<file path="src/rtl/hs_ram_arbiter.sv">
// Work-RAM port arbiter between the game CPU and the hiscore engine; pauses the core and
// grants the port during a CPU-idle vblank window. Optional feature macro: HS_TIMEOUT_EN.
module hs_ram_arbiter #(
    parameter int AW       = 16,
    parameter int DW       = 8,
    parameter int IDLE_CYC = 4,
    parameter int HOLD_CYC = 2
) (
    input  logic          clk_sys,
    input  logic          reset_n,
    input  logic          user_pause,
    input  logic          vblank,
    input  logic          hs_req,
    input  logic [AW-1:0] hs_addr,
    input  logic [DW-1:0] hs_wdata,
    input  logic          hs_we,
    output logic          hs_grant,
    input  logic          cpu_en,
    input  logic [AW-1:0] cpu_addr,
    input  logic [DW-1:0] cpu_wdata,
    input  logic          cpu_we,
    output logic [AW-1:0] ram_addr,
    output logic [DW-1:0] ram_wdata,
    output logic          ram_we,
    output logic          pause_out,
    output logic          busy
`ifdef HS_TIMEOUT_EN
    ,
    output logic          timeout_flag
`endif
);

    typedef enum logic [1:0] {ST_IDLE, ST_PAUSE, ST_GRANT, ST_DRAIN} state_t;

    localparam logic [3:0] IDLE_MAX = 4'(IDLE_CYC);
    localparam logic [3:0] HOLD_MAX = 4'(HOLD_CYC);

    state_t     state, next_state;
    logic [3:0] idle_cnt, idle_cnt_nxt;
    logic [3:0] hold_cnt, hold_cnt_nxt;
    logic       hs_sel, hs_sel_nxt;
    logic       grant_nxt, pause_nxt;
`ifdef HS_TIMEOUT_EN
    logic [19:0] wait_cnt, wait_cnt_nxt;
    logic        timeout_hit;
`endif

    always_ff @(posedge clk_sys or negedge reset_n) begin
        if (!reset_n) begin
            state        <= ST_IDLE;
            idle_cnt     <= '0;
            hold_cnt     <= '0;
            hs_sel       <= 1'b0;
            hs_grant     <= 1'b0;
            pause_out    <= 1'b0;
`ifdef HS_TIMEOUT_EN
            wait_cnt     <= '0;
            timeout_flag <= 1'b0;
`endif
        end else begin
            state     <= next_state;
            idle_cnt  <= idle_cnt_nxt;
            hold_cnt  <= hold_cnt_nxt;
            hs_sel    <= hs_sel_nxt;
            hs_grant  <= grant_nxt;
            pause_out <= pause_nxt;
`ifdef HS_TIMEOUT_EN
            wait_cnt     <= wait_cnt_nxt;
            timeout_flag <= timeout_flag | (timeout_hit && next_state == ST_GRANT);
`endif
        end
    end

    // Counters are held at zero outside their own state, so entry always starts from zero.
    always_comb begin
        next_state   = state;
        idle_cnt_nxt = '0;
        hold_cnt_nxt = '0;
`ifdef HS_TIMEOUT_EN
        wait_cnt_nxt = '0;
        timeout_hit  = 1'b0;
`endif
        case (state)
            ST_IDLE: begin
                if (hs_req) next_state = ST_PAUSE;
            end
            ST_PAUSE: begin
                idle_cnt_nxt = cpu_en ? '0 :
                               (idle_cnt == IDLE_MAX) ? idle_cnt : idle_cnt + 4'd1;
`ifdef HS_TIMEOUT_EN
                wait_cnt_nxt = (wait_cnt == '1) ? wait_cnt : wait_cnt + 20'd1;
                timeout_hit  = (wait_cnt == '1);
                if (!hs_req)
                    next_state = ST_DRAIN;
                else if ((idle_cnt == IDLE_MAX && vblank) || timeout_hit)
                    next_state = ST_GRANT;
`else
                if (!hs_req)
                    next_state = ST_DRAIN;
                else if (idle_cnt == IDLE_MAX && vblank)
                    next_state = ST_GRANT;
`endif
            end
            ST_GRANT: begin
                if (!hs_req) next_state = ST_DRAIN;
            end
            ST_DRAIN: begin
                hold_cnt_nxt = (hold_cnt == HOLD_MAX) ? hold_cnt : hold_cnt + 4'd1;
                if (hold_cnt == HOLD_MAX) next_state = ST_IDLE;
            end
            default: next_state = ST_IDLE;
        endcase
    end

    // Registered-output next values: the mux select lingers in DRAIN only if it was switched.
    always_comb begin
        grant_nxt  = (next_state == ST_GRANT);
        pause_nxt  = user_pause | (next_state != ST_IDLE);
        hs_sel_nxt = 1'b0;
        if (next_state == ST_GRANT)
            hs_sel_nxt = 1'b1;
        else if (next_state == ST_DRAIN)
            hs_sel_nxt = hs_sel && (hold_cnt_nxt < HOLD_MAX);
    end

    always_comb begin
        ram_addr  = hs_sel ? hs_addr  : cpu_addr;
        ram_wdata = hs_sel ? hs_wdata : cpu_wdata;
        ram_we    = hs_sel ? (hs_we & hs_grant) : cpu_we;
        busy      = (state != ST_IDLE);
    end

endmodule

</file>
<file path="config.mk">
export PLATFORM = sky130hd
export DESIGN_NAME = hs_ram_arbiter
export DESIGN_NICKNAME = d
export VERILOG_FILES = /design/src/rtl/hs_ram_arbiter.sv
export SDC_FILE = /design/constraint.sdc
export NUM_CORES = 1
export LEC_CHECK = 0
export BUFFER_PORTS_ARGS = -buffer_cell sky130_fd_sc_hd__buf_2
export CORE_UTILIZATION = 30
export CTS_CLUSTER_DIAMETER = 120
export DETAILED_ROUTE_END_ITERATION = 6
export PLACE_DENSITY = 0.62
export SLEW_MARGIN = 20
export SYNTH_ARGS = -nofsm -noshare
export SYNTH_HDL_FRONTEND = slang
export SYNTH_SLANG_ARGS = --single-unit
</file>
<file path="constraint.sdc">
create_clock -name clk_sys -period 1.6 [get_ports clk_sys]
set_input_delay 0.08 -clock clk_sys [delete_from_list [all_inputs] [get_ports clk_sys]]
set_output_delay 0.08 -clock clk_sys [all_outputs]
set_load 0.01 [all_outputs]
</file>
==> flow_summary.json, run 1 <==
{
  "cp.required_ns": 1.82,
  "finalSetupViolations": 0,
  "fin_tns_setup_ns": 0,
  "place.detailed.hpwl_um": 2500,
  "die_area_um2": 3670,
  "worstSetupStartpoint": "idle_cnt[0]",
  "antenna_cells": 0,
  "timing_worst_slew_pin_value_ns": 0.338,
  "min_clock_period_post_route_ns": 1.47,
  "ys_dominant_reg_cell": "sky130_fd_sc_hd__dfrtp_1",
  "netlist-cell-type-count": 32,
  "netSwitchingFraction_pct": 40.7,
  "detailed_place.area_um2": 1470,
  "h_tree_levels": 1,
  "tritoncts": "done",
  "wl_per_cell_um": 12.8,
  "nNetsFinal": 250,
  "clkPwrFrac_pct": 11.6,
  "clkSinkCount": 13,
  "grt_max_degree": 27,
  "layout_commonest_cell": "sky130_fd_sc_hd__buf_2",
  "yosysSeqAreaShare_pct": 31.6,
  "netSwitchingPower_mw": 0.711,
  "post_synthesis_area_per_instance_um2": 9.89,
  "timing_max_transition_violations_final": 0,
  "mappedNetlistArea_um2": 1030,
  "worst_min_path_class": "primary input to flip-flop",
  "cts_repair_resize_count": 0,
  "rsz0062_at_grt": "false",
  "synth_top_area_cell": "sky130_fd_sc_hd__dfrtp_1",
  "drt-pass1-iter-count": 4,
  "grt_first_pass_wirelength_um": 4330,
  "max-cap-violations": 0,
  "power.share.combinational_pct": 58.6,
  "power.static_leakage_nw": 0.773,
  "io_pins": 84,
  "timing.setup.critical_path_class": "flip-flop to flip-flop",
  "drc": 0,
  "cellPowerDensity_nw_per_um2": 1150,
  "synthesis.instances": 104,
  "vias_per_cell": 4.64,
  "synth-edff-count": 0,
  "worstSetupEndpointType": "flip-flop",
  "postRouteWirelength_um": 2980,
  "clock-root-buffer": "sky130_fd_sc_hd__clkbuf_4",
  "rrSetupSlack_ns": 0.13,
  "clk_path_buf_depth": 2,
  "via_count_of_the_first_global_routing_pass": 1019,
  "postSynthRegisterBits": 13,
  "antenna_found_initial": 0,
  "first_drt_iteration_drcs": 42,
  "gpl.final_weighted_congestion": 0.825,
  "worst_clock_skew_ns": 0.00229,
  "die-width_um": 60.6,
  "buffer_ports.inserted": 83,
  "synth.area.top_cells": "sky130_fd_sc_hd__dfrtp_1 (32%), sky130_fd_sc_hd__mux2_1 (15%), sky130_fd_sc_hd__mux2_2 (12%)",
  "grtUsageTotal_pct": 16.0,
  "worstHoldStart": "cpu_en",
  "critPathLaunchType": "flip-flop",
  "initial_utilization_pct": 32.6,
  "max_slew_margin_pct": 77.5,
  "timing_hold_violations_final": 0,
  "detailroute.via_count": 1080,
  "die_h_um": 60.6,
  "yosysWarnings": 0,
  "area_grow_syn2layout_pct": 47.6,
  "cts_inserted_buffers": 3,
  "syn_nets": 164,
  "post-cts-setup-buffers": 0,
  "vdd_ir_drop_max_mv": 0.504,
  "seq_power_share_pct": 29.8,
  "clkTransAtPathRegs_ns": 0.08,
  "maxClockFrequency_mhz": 681,
  "drt.antenna.violating_nets": 0,
  "intPower_mw": 1.04,
  "synth-async-reset-ratio_pct": 100,
  "row_count": 20,
  "critical_path.reg2reg.startpoint": "idle_cnt[0]",
  "critPathArrivalTime_ns": 1.68,
  "cts_hold_buffers": 2,
  "critical_path.max_fanout": 4,
  "final_cell_mix": "sky130_fd_sc_hd__buf_2 (83), sky130_fd_sc_hd__mux2_1 (14), sky130_fd_sc_hd__dfrtp_1 (13)",
  "finalInstanceArea_um2": 1520,
  "post_route_cells_drive_above_1_share_pct": 54.0,
  "design.core.area_um2": 3150,
  "clkLatencyLatePin_ns": 0.27,
  "outcome": "completed",
  "yosysTopAreaCellShare_pct": 31.6,
  "gr-total-overflow": 0,
  "post-route-period-util_pct": 91.8
}
critical path: stages, from the launching register on:
cell and delay [ns]:
sky130_fd_sc_hd__dfrtp_1 0.42, sky130_fd_sc_hd__inv_1 0.08, sky130_fd_sc_hd__ha_1 0.21, sky130_fd_sc_hd__and4b_1 0.27, sky130_fd_sc_hd__nand2_1 0.07, sky130_fd_sc_hd__mux2_2 0.28, sky130_fd_sc_hd__nor2_2 0.07
stage by stage:
stage / worst slack, ns / power, mW / instances / hold WS, ns / util [%]
6_report: 0.131 / 1.75 / 233 / 0.0906 / 48.1
5_1_grt: 0.0111 / 1.90 / 233 / 0.100 / 48.1
3_5_place_dp: 0.155 / 1.56 / 227 / -0.0194 / 46.7
2_1_floorplan: 0.273 / 1.24 / 104 / -0.216 / -
3_3_place_gp: 0.223 / 1.53 / 227 / -0.0255 / 46.7
4_1_cts: 0.135 / 1.78 / 233 / 0.0856 / 48.1
Yosys cell counts, drive strengths merged, types with 2 or more instances:
library cell	count
a21oi	2
a31oi	2
buf	4
dfrtp	13
ha	4
inv	6
mux2	25
nand2	4
nand2b	3
nand3	5
nor2	10
nor2b	2
nor3	2
o211ai	2
o21ai	6
or2	2
xnor2	3
final timing paths:
check                         endpoint  cells past startpoint
min in group asynchronous  idle_cnt[3]                      2
hold / removal             idle_cnt[0]                      3
hold reg to reg            idle_cnt[3]                      2
setup / recovery              hs_grant                      6
setup reg to reg              hs_grant                      6
max in group asynchronous  hold_cnt[2]                      2
metal layers:
layer  global-route usage [%]  vias to the layer above  share of wire, %
met5                        0                        -                 0
met3                     2.13                        2                10
met2                     33.8                       52                54
met1                     15.8                      493                35
met4                     4.87                        0              0.20
li1                         -                      533                 -
final cells by class:
type	count	area (um^2)
inverter	6	22.5
clock buffer	4	26.3
fill	311	1640
timing repair buffer	86	455
multi-input combinational	80	633
tap	44	55.1
sequential	13	325
cell families (layout without fill, tap and decap cells):
kind of cell | after synthesis | in the layout | synth area share [%]
buffers and inverters | 11 | 96 | 6.81
muxes | 26 | 26 | 28.3
xor gates and xnor gates | 3 | 3 | 2.56
and+or+nand+nor | 33 | 33 | 17.6
DFF | 13 | 13 | 31.6
AOI/OAI and AO/OA | 14 | 14 | 8.15
adders and majority gates | 4 | 4 | 4.87
registers in the layout, indices dropped and copies added, names as in the netlist:
register / count
hold_cnt: 4
hs_grant: 1
hs_sel: 1
idle_cnt: 4
pause_out: 1
state: 2
power by group through the flow:
stage | Clock (mW) | Sequential (mW) | Combinational [mW]
after floorplan | 0 | 0.462 | 0.783
after global placement | 0 | 0.523 | 1.01
after detailed placement | 0 | 0.525 | 1.03
after CTS | 0.216 | 0.518 | 1.04
after global routing | 0.225 | 0.541 | 1.13
final | 0.202 | 0.521 | 1.02
Note: power is estimated with default switching activity, not from simulation.
==> run 2, diff against run 1 <==
CORE_UTILIZATION = 39   (was 30)
PLACE_DENSITY = 0.77   (was 0.62)
==> run 2 against run 1 <==
Worst hold slack lost 0.0016 ns; die area decreased by 22%; final cell count down 5.6%; power increased by 0.30%; critical path type unchanged; core utilization increased by 12 points; first-iteration DRC count down 74%.
==> flow_summary.json, run 2 (synthesis results as in run 1) <==
{
  "worstSetupPathDepth": 5,
  "fillers": 215,
  "critical-path-max-stage-delay_ns": 0.41,
  "finalSetupViolations": 0,
  "worstSetupEndpointType": "flip-flop",
  "final_cell_mix": "sky130_fd_sc_hd__buf_2 (83), sky130_fd_sc_hd__mux2_1 (14), sky130_fd_sc_hd__dfrtp_1 (13)",
  "grtUsageTotal_pct": 21.4,
  "maxClockFrequency_mhz": 674,
  "post_route_cells_drive_above_1_share_pct": 54.2,
  "end_point_of_the_critical_path": "hs_sel",
  "row_count": 18,
  "r2r_end": "hs_sel",
  "vias_per_cell": 5.05,
  "clkSinkCount": 13,
  "intPower_mw": 1.02,
  "rsz0062_at_grt": "false",
  "fin_tns_setup_ns": 0,
  "post-cts-setup-buffers": 0,
  "initial_utilization_pct": 41.5,
  "power.static_leakage_nw": 0.775,
  "max_slew_margin_pct": 77.3,
  "clk_path_buf_depth": 2,
  "timing.setup.critical_path_class": "flip-flop to flip-flop",
  "drt-pass1-iter-count": 4,
  "routedLengthMet1_um": 1150,
  "post-route-period-util_pct": 92.7,
  "place.detailed.hpwl_um": 2470,
  "netSwitchingPower_mw": 0.729,
  "nNetsFinal": 251,
  "design.core.area_um2": 2480,
  "die_area_um2": 2850,
  "cp_cell_sequence": "inv_1 > ha_1 > and4b_1 > o311ai_1 > a31oi_1",
  "worst_min_path_class": "primary input to flip-flop",
  "min_clock_period_post_route_ns": 1.48,
  "power.share.combinational_pct": 58.8,
  "top_regs": "hold_cnt: 4 flops, idle_cnt: 4 flops, state: 2 flops",
  "critPathArrivalTime_ns": 1.62,
  "outcome": "completed",
  "antenna_found_initial": 0,
  "timing_worst_slew_pin_value_ns": 0.341,
  "critical_path.reg2reg.startpoint": "idle_cnt[0]",
  "drc": 0,
  "h_tree_levels": 1,
  "timing_max_transition_violations_final": 0,
  "design_power_total_mw": 1.75,
  "detailroute.via_count": 1112,
  "timing_hold_violations_final": 0,
  "buffer_ports.inserted": 83,
  "postRouteWirelength_um": 2980,
  "cp_slowest_cell": "sky130_fd_sc_hd__dfrtp_1",
  "drt.antenna.violating_nets": 0,
  "via_count_of_the_first_global_routing_pass": 994,
  "gr-total-overflow": 0,
  "cts_inserted_buffers": 3,
  "gpl.final_weighted_congestion": 0.834,
  "critical_path.max_fanout": 4,
  "critPathLaunchType": "flip-flop",
  "worstSetupStartpoint": "idle_cnt[0]",
  "io_pins": 84,
  "cp.required_ns": 1.73,
  "clock-root-buffer": "sky130_fd_sc_hd__clkbuf_4",
  "grt_first_pass_wirelength_um": 4260,
  "tritoncts": "done",
  "multi_input_area_um2": 633,
  "critical_path.n_buffers_inverters": 1,
  "grt_max_degree": 18,
  "seq_power_share_pct": 29.5,
  "top_layer_used": "met4",
  "rrSetupSlack_ns": 0.12,
  "worst_clock_skew_ns": 0.00381,
  "area_grow_syn2layout_pct": 45.4,
  "vdd_ir_drop_max_mv": 0.760,
  "path_delay_family": "flip-flops",
  "wl_per_cell_um": 13.6,
  "clkLatencyLatePin_ns": 0.28,
  "met2_wirelength_um": 1490,
  "layout_commonest_cell": "sky130_fd_sc_hd__buf_2",
  "antenna_cells": 0,
  "netSwitchingFraction_pct": 41.6,
  "clkTransAtPathRegs_ns": 0.07,
  "die_h_um": 53.4,
  "ff2ff_path_depth": 5,
  "cellPowerDensity_nw_per_um2": 1170,
  "first_drt_iteration_drcs": 11,
  "max-cap-violations": 0,
  "routed-wl-met3_um": 269,
  "die-width_um": 53.4,
  "clkPwrFrac_pct": 11.7,
  "seq_area_um2": 325
}
run 2: cell types whose count changed in the layout (fill, tap and decap cells not counted), sizes merged:
cell / previous run / this run
buf: 84 / 85
run 2: metal layers:
| layer | GRT usage, % | vias to the layer above |
|---|---|---|
| li1 | - | 539 |
| met1 | 21.8 | 514 |
| met2 | 38.3 | 51 |
| met3 | 6.90 | 8 |
| met4 | 11.0 | 0 |
| met5 | 0 | - |
run 2: power groups by stage:
stage	Combinational, mW	Sequential, mW	Clock (mW)
global placement	0.986	0.513	0
floorplan	0.783	0.462	0
finish	1.03	0.517	0.204
global route	1.13	0.535	0.234
detailed placement	1.03	0.523	0
CTS	1.04	0.516	0.211
run 2: through the flow:
stage | worst slack, ns | hold slack [ns] | util [%] | area (um^2) | cells
4_1_cts | 0.00790 | 0.0880 | 60.4 | 1500 | 220
5_1_grt | 0.0404 | 0.0767 | 60.4 | 1500 | 220
3_5_place_dp | 0.0191 | -0.0212 | 58.5 | 1450 | 214
6_report | 0.117 | 0.0890 | 60.4 | 1500 | 220
3_3_place_gp | 0.233 | -0.0253 | 58.5 | 1450 | 214
2_1_floorplan | 0.273 | -0.216 | - | 1030 | 104
run 2: layout make-up:
class                           instances  share of cell area, %
Multi-Input combinational cell         80                   42.3
Inverter                                6                   1.51
Timing Repair Buffer                   87                   30.1
Sequential cell                        13                   21.8
Clock buffer                            4                   1.76
Tap cell                               30                   2.51
run 2: timing repair:
item / CTS / global route
resized for setup: 0 / 1
hold buffers: 2 / 0
hold endpoints to repair: 14 / 0
endpoints found under the setup margin: 0 / 1
run 2: how the worst min path moves through the flow:
| stage | startpoint | end | cells after the start |
|---|---|---|---|
| 3_3_place_gp | reset_n | hold_cnt[1] | 1 |
| 3_5_place_dp | reset_n | hold_cnt[1] | 1 |
| 6_report | cpu_en | idle_cnt[0] | 3 |
| 2_1_floorplan | reset_n | hold_cnt[0] | 0 |
| 5_1_grt | cpu_en | idle_cnt[3] | 3 |
| 4_1_cts | cpu_en | idle_cnt[0] | 3 |
run 2: worst reg2reg max path: stages, from the launching register on:
cell,delay (ns)
sky130_fd_sc_hd__dfrtp_1,0.41
sky130_fd_sc_hd__inv_1,0.06
sky130_fd_sc_hd__ha_1,0.24
sky130_fd_sc_hd__and4b_1,0.25
sky130_fd_sc_hd__o311ai_1,0.28
sky130_fd_sc_hd__a31oi_1,0.10
